[src/rtl/id_ex_reg.sv]
// ID->EX pipeline register of the 5-stage RV64 core.
// Holds on stall, loads a NOP bubble on invalid input, clears asynchronously on reset.
module id_ex_reg (
    input  logic        clk,
    input  logic        rst,
    input  logic        valid,
    input  logic        ena,
    input  logic [63:0] id_pc,
    input  logic [31:0] id_inst,
    input  logic [16:0] id_alu_op,
    input  logic [1:0]  id_sel_rfres,
    input  logic        id_mem_wen,
    input  logic        id_mem_ena,
    input  logic [3:0]  id_mem_mask,
    input  logic [3:0]  id_sel_alures,
    input  logic [63:0] id_alu_src1,
    input  logic [63:0] id_alu_src2,
    input  logic [63:0] id_rf_rdata2,
    input  logic [1:0]  id_sel_memdata,
    input  logic        id_rf_we,
    input  logic [4:0]  id_rf_waddr,
    input  logic        id_sys,
    output logic [63:0] ex_pc,
    output logic [31:0] ex_inst,
    output logic [16:0] ex_alu_op,
    output logic [1:0]  ex_sel_rfres,
    output logic        ex_mem_wen,
    output logic        ex_mem_ena,
    output logic [3:0]  ex_mem_mask,
    output logic [3:0]  ex_sel_alures,
    output logic [63:0] ex_alu_src1,
    output logic [63:0] ex_alu_src2,
    output logic [63:0] ex_rf_rdata2,
    output logic [1:0]  ex_sel_memdata,
    output logic        ex_rf_we,
    output logic [4:0]  ex_rf_waddr,
    output logic        ex_sys
);

    localparam logic [31:0] NOP = 32'h0000_0013;

    typedef struct packed {
        logic [63:0] pc;
        logic [31:0] inst;
        logic [16:0] alu_op;
        logic [1:0]  sel_rfres;
        logic        mem_wen;
        logic        mem_ena;
        logic [3:0]  mem_mask;
        logic [3:0]  sel_alures;
        logic [63:0] alu_src1;
        logic [63:0] alu_src2;
        logic [63:0] rf_rdata2;
        logic [1:0]  sel_memdata;
        logic        rf_we;
        logic [4:0]  rf_waddr;
        logic        sys;
    } bundle_t;

    // Bubble is built from constants only, so X on id_* never reaches it.
    localparam bundle_t BUBBLE = '{
        pc:          64'd0,
        inst:        NOP,
        alu_op:      17'd0,
        sel_rfres:   2'd0,
        mem_wen:     1'b0,
        mem_ena:     1'b0,
        mem_mask:    4'd0,
        sel_alures:  4'd0,
        alu_src1:    64'd0,
        alu_src2:    64'd0,
        rf_rdata2:   64'd0,
        sel_memdata: 2'd0,
        rf_we:       1'b0,
        rf_waddr:    5'd0,
        sys:         1'b0
    };

    bundle_t d;
    bundle_t q;

    // Gather the incoming decode bundle.
    always_comb begin
        d             = BUBBLE;
        d.pc          = id_pc;
        d.inst        = id_inst;
        d.alu_op      = id_alu_op;
        d.sel_rfres   = id_sel_rfres;
        d.mem_wen     = id_mem_wen;
        d.mem_ena     = id_mem_ena;
        d.mem_mask    = id_mem_mask;
        d.sel_alures  = id_sel_alures;
        d.alu_src1    = id_alu_src1;
        d.alu_src2    = id_alu_src2;
        d.rf_rdata2   = id_rf_rdata2;
        d.sel_memdata = id_sel_memdata;
        d.rf_we       = id_rf_we;
        d.rf_waddr    = id_rf_waddr;
        d.sys         = id_sys;
    end

    // Pipeline register: reset > stall hold > load or bubble.
    always_ff @(posedge clk or posedge rst) begin
        if (rst) begin
            q <= BUBBLE;
        end else if (ena) begin
            if (valid) begin
                q <= d;
            end else begin
                q <= BUBBLE;
            end
        end
    end

    assign ex_pc          = q.pc;
    assign ex_inst        = q.inst;
    assign ex_alu_op      = q.alu_op;
    assign ex_sel_rfres   = q.sel_rfres;
    assign ex_mem_wen     = q.mem_wen;
    assign ex_mem_ena     = q.mem_ena;
    assign ex_mem_mask    = q.mem_mask;
    assign ex_sel_alures  = q.sel_alures;
    assign ex_alu_src1    = q.alu_src1;
    assign ex_alu_src2    = q.alu_src2;
    assign ex_rf_rdata2   = q.rf_rdata2;
    assign ex_sel_memdata = q.sel_memdata;
    assign ex_rf_we       = q.rf_we;
    assign ex_rf_waddr    = q.rf_waddr;
    assign ex_sys         = q.sys;

endmodule

[config.mk]
export PLATFORM = sky130hd
export DESIGN_NAME = id_ex_reg
export DESIGN_NICKNAME = d
export VERILOG_FILES = /design/src/rtl/id_ex_reg.sv
export SDC_FILE = /design/constraint.sdc
export NUM_CORES = 1
export LEC_CHECK = 0
export BUFFER_PORTS_ARGS = -buffer_cell sky130_fd_sc_hd__buf_4
export CAP_MARGIN = 40
export CORE_AREA = 5 5 250 252
export CTS_BUF_LIST = sky130_fd_sc_hd__clkbuf_8 sky130_fd_sc_hd__clkbuf_16
export DETAILED_ROUTE_END_ITERATION = 8
export DIE_AREA = 0 0 255 257
export PLACE_DENSITY = 0.47
export SYNTH_ARGS = -nofsm -noshare
export SYNTH_HDL_FRONTEND = slang
export SYNTH_SLANG_ARGS = --single-unit
[constraint.sdc]
create_clock -name clk -period 25.6 [get_ports clk]
set_input_delay 1.28 -clock clk [delete_from_list [all_inputs] [get_ports clk]]
set_output_delay 1.28 -clock clk [all_outputs]
set_load 0.005 [all_outputs]
# ---- Word level (Yosys, flattened, before mapping)
# Index checks and enable logic that the tools add are counted.
dict set report classes {
  n_mux 1
}
# op count
set ops {}
lappend ops {{326-bit two-way mux} 1}
dict set report word_totals {
  reg_bits 326
  inputBits 330
  output_inout_bits 326
  elab_cells 16
}

# ---- Longest topological paths before layout
# Gate-level depths: netlist (run 1).
dict set report logic_depth {
  depth_word 1
  depth_mapped 5
  mapped_depth_nobuf 2
}

# ---- Least setup slack after synthesis (run 1)
# OpenSTA, ideal clock, no wires.
dict set report synth_path {
  path_kind {input -> register}
  start {input port valid}
  end {register q (netlist bit ex_alu_op[0])}
  setup_ns 0.121
  t_arrival_ns 2.022
  required_time_ns 25.479
  setup_slack_ns 23.457
  stages 5
  path_buffers 3
  cell_sequence {and2_1 > buf_4 > buf_6 > buf_6 > a22o_1}
}
dict set report synth_between {
  elab_chain_len 1
}
# element line
set synth_rtl {}
lappend synth_rtl {{from (decl)} 6} ;# input logic valid,
lappend synth_rtl {{326-bit two-way mux} 107} ;# if (valid) begin
lappend synth_rtl {{to (signal assigned)} 105} ;# q <= BUBBLE;
lappend synth_rtl {{to (signal assigned)} 108} ;# q <= d;
lappend synth_rtl {{to (signal assigned)} 110} ;# q <= BUBBLE;
lappend synth_rtl {{to (decl)} 80} ;# bundle_t q;
# No other way between the ends.
# A chain may end at the register's enable or synchronous reset.

==> results of run 1 <==
flip-flops by register name, indices dropped and copies added (netlist names):
signal          cells
ex_alu_src1        64
ex_alu_src2        64
ex_pc              64
ex_rf_rdata2       64
ex_inst            32
ex_alu_op          17
ex_rf_waddr         5
ex_mem_mask         4
ex_sel_alures       4
ex_sel_memdata      2
ex_sel_rfres        2
ex_mem_ena          1
ex_mem_wen          1
ex_rf_we            1
ex_sys              1
cell type report:
class                   instances  area [um2]  area share
clock buffers                  52        1180      0.0636
clock inverters                18         136     0.00737
repair buffers                669        5160       0.279
inverters                       2        22.5     0.00122
multi-input cells             328        2870       0.155
well taps                     782         978      0.0529
flip-flops and latches        326        8160       0.441
cells by family after synthesis:
logic type	after synthesis
DFF	326
AOI/OAI and AO/OA	326
and+or+nand+nor	2
buffers and inverters	73
power by group through the flow:
stage	registers (mW)	clock network, mW	logic (mW)
3_5_place_dp	0.588	0	0.191
2_1_floorplan	0.589	0	0.0609
6_report	0.580	0.560	0.186
4_1_cts	0.580	0.581	0.191
3_3_place_gp	0.589	0	0.186
5_1_grt	0.585	0.602	0.202
layout by cell type (no fill, tap or decap):
master / count
buf_4: 661
a22o_1: 323
dfrtp_1: 323
clkbuf_16: 41
clkbuf_8: 11
inv_1: 10
buf_16: 5
o22a_1: 3
clkinv_2: 3
dfstp_2: 3
buf_12: 3
inv_8: 2
clkinvlp_4: 2
bufinv_16: 2
and2_4: 1
nand2_1: 1
inv_6: 1
layer usage:
layer | GRT usage | wire [um] | up-vias | part of all wire
met2 | 0.212 | 21800 | 396 | 0.50
met4 | 0.0482 | 1650 | 2 | 0.038
met5 | 0 | 13 | - | 0.00030
met3 | 0.0430 | 3850 | 86 | 0.088
li1 | - | - | 4109 | -
met1 | 0.144 | 16500 | 4489 | 0.38
path summary, 6_finish.rpt:
| kind | end | slack [ns] | cells past startpoint |
|---|---|---|---|
| setup / recovery | ex_alu_src1[34] | 22.25 | 6 |
| hold / removal | ex_pc[38] | 0.50 | 1 |
| setup reg to reg | ex_mem_mask[0] | 24.82 | 1 |
| hold reg to reg | ex_pc[38] | 0.50 | 1 |
| max in group asynchronous | ex_inst[20] | 22.93 | 7 |
| min in group asynchronous | ex_rf_rdata2[4] | 0.73 | 2 |
==> results_dict.tcl, run 1 <==
set metrics [dict create \
    status "completed" \
    post_drt_wl_per_cell_um 20.1 \
    power-per-cell-area_nw_per_um2 71.7 \
    grt_overflow 0 \
    final_core_util 0.309 \
    floorplan.die.height_um 257 \
    areaGrowthSynthToFinish_pct 60.9 \
    clk-insertion-delay-late_ns 0.52 \
    place_inst 2107 \
    share_of_the_synthesized_area_in_compound_gates_ao_oa_aoi_oai 0.248 \
    mappedNetlistNets 1057 \
    h_tree_lvls 2 \
    async_set_reset_flop_share_out_of_synthesis 1.00 \
    synth.largest_area_cell "dfrtp_1" \
    post_synth_num_cell_types 14 \
    share_of_synthesized_cell_area_in_full_adder_half_adder_and_majority_cells 0 \
    clock_tree_from_tritoncts "yes" \
    io_buffers 655 \
    cp_slowest_stage_delay_ns 0.61 \
    detailed_route_vias_per_instance 4.17 \
    crit_chain "buf_4 -> and2_4 -> buf_12 -> buf_4 -> buf_16 -> a22o_1" \
    n_fill_cell 6101 \
    synth_top_family_by_area "compound AO/OA/AOI/OAI gates" \
    insertedDiodeCount 0 \
    tightest_slew_ns 0.918 \
    dp_hpwl_um 31600 \
    postSynthAreaPerCell_um2 15.8 \
    synth.yosys.warnings 0 \
    finalSetupViolations 0 \
    slew-limit-headroom 0.388 \
    final.hold.worst_slack_ns 0.504 \
    crit_slowest_cell "buf_12" \
    core_region_area_um2 59900 \
    grt_setup_unrepaired "false" \
    antenna_found_initial 2 \
    synthXorXnorAreaFrac 0 \
    drive_above_1_share 0.527 \
    synth_commonest_cells "a22o_1, dfrtp_1, clkbuf_1, buf_4" \
    final-instance-count-excl-fill 2177 \
    switching_share 0.239 \
    p_int_mw 1.01 \
    worst_setup_path_start_kind "input port" \
    cp-end-kind "flop" \
    fin_setup_tns_ns 0 \
    initial_utilization 0.192 \
    cts_max_path_buffers 3 \
    synth.area.mux_share 0 \
    via_count 9082 \
    drv_cap 0 \
    power_leakage_nw 9.55 \
    critical_path_class "in2reg" \
    holdCritPathClass "reg2reg" \
    worstPathArrival_ns 3.81 \
    drt_first_iter_violations 476 \
    synth_area_leaders "dfrtp_1, a22o_1, buf_6" \
    cts-resized-gates 0 \
    worst_clock_skew_ns 0 \
    synth_area_um2 11500 \
    critPathMostFrequentCell "buf_4" \
    remaining_drc_errors 0 \
    design_power_total_mw 1.33 \
    cts_sinks 326 \
    synth_seq_cells 326 \
    clock_tree.root_cell "clkbuf_16" \
    final_max_slew_violation_count 0 \
    yosys_most_used_dff "dfrtp_1" \
    synth-simple-area-share 0.000870 \
    timing.final.hold_violations 0 \
    grt_start_max_net_pins 168 \
    post_layout_inst_area_um2 18500 \
    worst_path_dominant_cell_family "buffers and inverters" \
    synth_top_cell_area_share 0.703 \
    die_extent_in_x_um 255 \
    holdCritStartpoint "ex_pc[38]" \
    synth_enable_flop_cells 0 \
    synth_sequential_area_ratio 0.710 \
    finalCriticalPeriod_ns 3.35 \
    boundaryPins 656 \
    critPathRequiredTime_ns 26.07 \
    power.clock.fraction 0.423 \
    synth_cells 727 \
    worst_ir_drop_vdd_uv 38.2 \
    drt_wl_total_um 43800 \
    floorplan.die_area_um2 65500 \
    cts_setup_buffers 0 \
    grt_pass1_wl_um 63600 \
    antenna_left 0 \
    pre_cts_setup_slack_ns 21.75 \
    worst-path-max-fanout 167 \
    timing.final.crit_share 0.131 \
    cts_buffers 39 \
    sequentialPowerShare 0.437 \
    power.switching_mw 0.317 \
    postPlaceCellArea_um2 17200 \
    setup_slack_ns 22.25 \
    clk_pin_slew_ns 0.06 \
    worst_setup_path_startpoint "ena" \
    drtPass1Iterations 5 \
    grt_pass1_vias 9819 \
    placement_rows 90 \
    startpoint_of_the_most_critical_register_to_register_path "ex_mem_mask[0]" \
    power.combinational.fraction 0.140 \
    ctsHoldBuffers 0 \
    final_net_count 1696 \
    max_frequency_mhz 299 \
    routabilityCongestion 0.774 \
    gr-usage-all-layers 0.125 \
    worstPathBufferInverterCount 4 \
]
(Power assumes the default switching activity.)
==> inputs of run 2 (changes only) <==
CORE_AREA = 5 5 251 253   (was 5 5 250 252)
DIE_AREA = 0 0 256 258   (was 0 0 255 257)
clock period = 3.4 ns   (was 25.6 ns; I/O delays follow)
==> results_dict.tcl, run 2 (synthesized netlist as in run 1, its figures left out) <==
set metrics [dict create \
    io_buffers 655 \
    clock_tree.root_cell "clkbuf_16" \
    design_power_total_mw 9.97 \
    crit_chain "buf_4" \
    p_int_mw 7.54 \
    cts_sinks 326 \
    drt_first_iter_violations 570 \
    drv_cap 0 \
    switching_share 0.243 \
    slew-limit-headroom 0.493 \
    cts-resized-gates 0 \
    drtPass1Iterations 6 \
    floorplan.die_area_um2 66000 \
    placement_rows 91 \
    tightest_slew_ns 0.761 \
    cts_max_path_buffers 3 \
    grt_overflow 0 \
    worst_setup_path_start_kind "flop" \
    critPathRequiredTime_ns 3.23 \
    power_leakage_nw 10.9 \
    worst_path_dominant_cell_family "flip-flops" \
    final_max_slew_violation_count 0 \
    worstPathArrival_ns 1.18 \
    cts_buffers 37 \
    final_net_count 2038 \
    clk-insertion-delay-late_ns 0.53 \
    die_extent_in_x_um 256 \
    routabilityCongestion 0.783 \
    worst_clock_skew_ns 0 \
    grt_start_max_net_pins 121 \
    max_frequency_mhz 741 \
    detailed_route_vias_per_instance 4.16 \
    timing.final.hold_violations 0 \
    clk_pin_slew_ns 0.06 \
    worstPathBufferInverterCount 1 \
    worst-path-max-fanout 2 \
    floorplan.die.height_um 258 \
    startpoint_of_the_most_critical_register_to_register_path "ex_inst[1]" \
    most-common-layout-cells "buf_4, dlygate4sd3_1, a22o_1, dfrtp_1, clkbuf_16" \
    finalSetupViolations 0 \
    place_inst 2129 \
    finalCriticalPeriod_ns 1.35 \
    clock_tree_from_tritoncts "yes" \
    core_region_area_um2 60800 \
    timing.final.crit_share 0.397 \
    via_count 10500 \
    grt_pass1_vias 11800 \
    ff2ff_setup_slack_ns 2.13 \
    areaGrowthSynthToFinish_pct 89.2 \
    holdCritPathClass "in2async" \
    post_drt_wl_per_cell_um 18.3 \
    dp_hpwl_um 32400 \
    cp-end-kind "output port" \
    cp_slowest_stage_delay_ns 0.54 \
    remaining_drc_errors 0 \
    antenna_left 0 \
    drt_wl_total_um 46200 \
    drive_above_1_share 0.429 \
    setup_slack_ns 2.05 \
    h_tree_lvls 2 \
    power-per-cell-area_nw_per_um2 458 \
    status "completed" \
    power.clock.fraction 0.386 \
    boundaryPins 656 \
    power.switching_mw 2.42 \
    pre_cts_setup_slack_ns 1.66 \
    final_core_util 0.358 \
    crit_slowest_cell "dfstp_2" \
    mostFrequentLayoutCell "buf_4" \
    gr-usage-all-layers 0.132 \
    r2r.worst_path.cells 2 \
    power.combinational.fraction 0.175 \
    sequentialPowerShare 0.439 \
    worst_ir_drop_vdd_uv 245 \
    antenna_found_initial 1 \
    rr_endpoint "ex_inst[1]" \
    fin_setup_tns_ns 0 \
    initial_utilization 0.189 \
    critical_path_class "reg2out" \
    grt_setup_unrepaired "false" \
    grt_pass1_wl_um 70500 \
    final-instance-count-excl-fill 2524 \
]
-- run 2: cell count changes in the layout (fill, tap and decap cells not counted), sizes merged --
cell | before | now
buf | 669 | 683
bufinv | 2 | 0
clkbuf | 52 | 48
clkinv | 3 | 5
clkinvlp | 2 | 1
diode | 0 | 1
dlygate4sd3 | 0 | 330
inv | 13 | 12
-- run 2: power groups by stage --
stage / logic, mW / clock network (mW) / registers [mW]
6_report: 1.74 / 3.85 / 4.37
5_1_grt: 1.87 / 4.15 / 4.41
4_1_cts: 1.77 / 4.00 / 4.37
3_5_place_dp: 1.45 / 0 / 4.43
3_3_place_gp: 1.43 / 0 / 4.43
2_1_floorplan: 0.459 / 0 / 4.43
-- run 2: routing by layer --
layer  GRT usage  up-vias  wire (um)
met4      0.0495        0       1580
met3      0.0345       91       2870
li1            -     4781          -
met1       0.153     5209      18000
met2       0.235      411      23700
met5           0        -          0
-- run 2: repair_timing --
| item | in CTS | in global routing |
|---|---|---|
| endpoints found under the hold margin | 375 | 0 |
| hold buffers | 330 | 0 |
| buffers inserted | 0 | 0 |
| setup endpoints to repair | 0 | 0 |
-- run 2: area by class of cell --
type                    count  area, um2
diodes                      1       2.50
inverters                   2       18.8
multi-input cells         328       2870
well taps                 790        988
clock inverters            16       71.3
clock buffers              48       1100
flip-flops and latches    326       8160
fillers                  5926      39000
repair buffers           1013       8540
-- run 2: per-stage QoR --
stage | cell area [um2] | hold slack, ns
5_1_grt | 21800 | 0.184
6_report | 21800 | 0.189
4_1_cts | 21800 | 0.156
3_3_place_gp | 17300 | 0.384
2_1_floorplan | 11500 | 0.298
3_5_place_dp | 17300 | 0.178
-- run 2: how the worst max path moves through the flow --
stage | cells after the start | start | end
global route | 5 | rst | ex_alu_op[5]
detailed placement | 4 | ena | ex_alu_src2[30]
finish | 1 | ex_inst[0] | ex_inst[0]
global placement | 4 | ena | ex_alu_src2[16]
floorplan | 1 | rst | ex_alu_op[0]
CTS | 1 | ex_inst[4] | ex_inst[4]
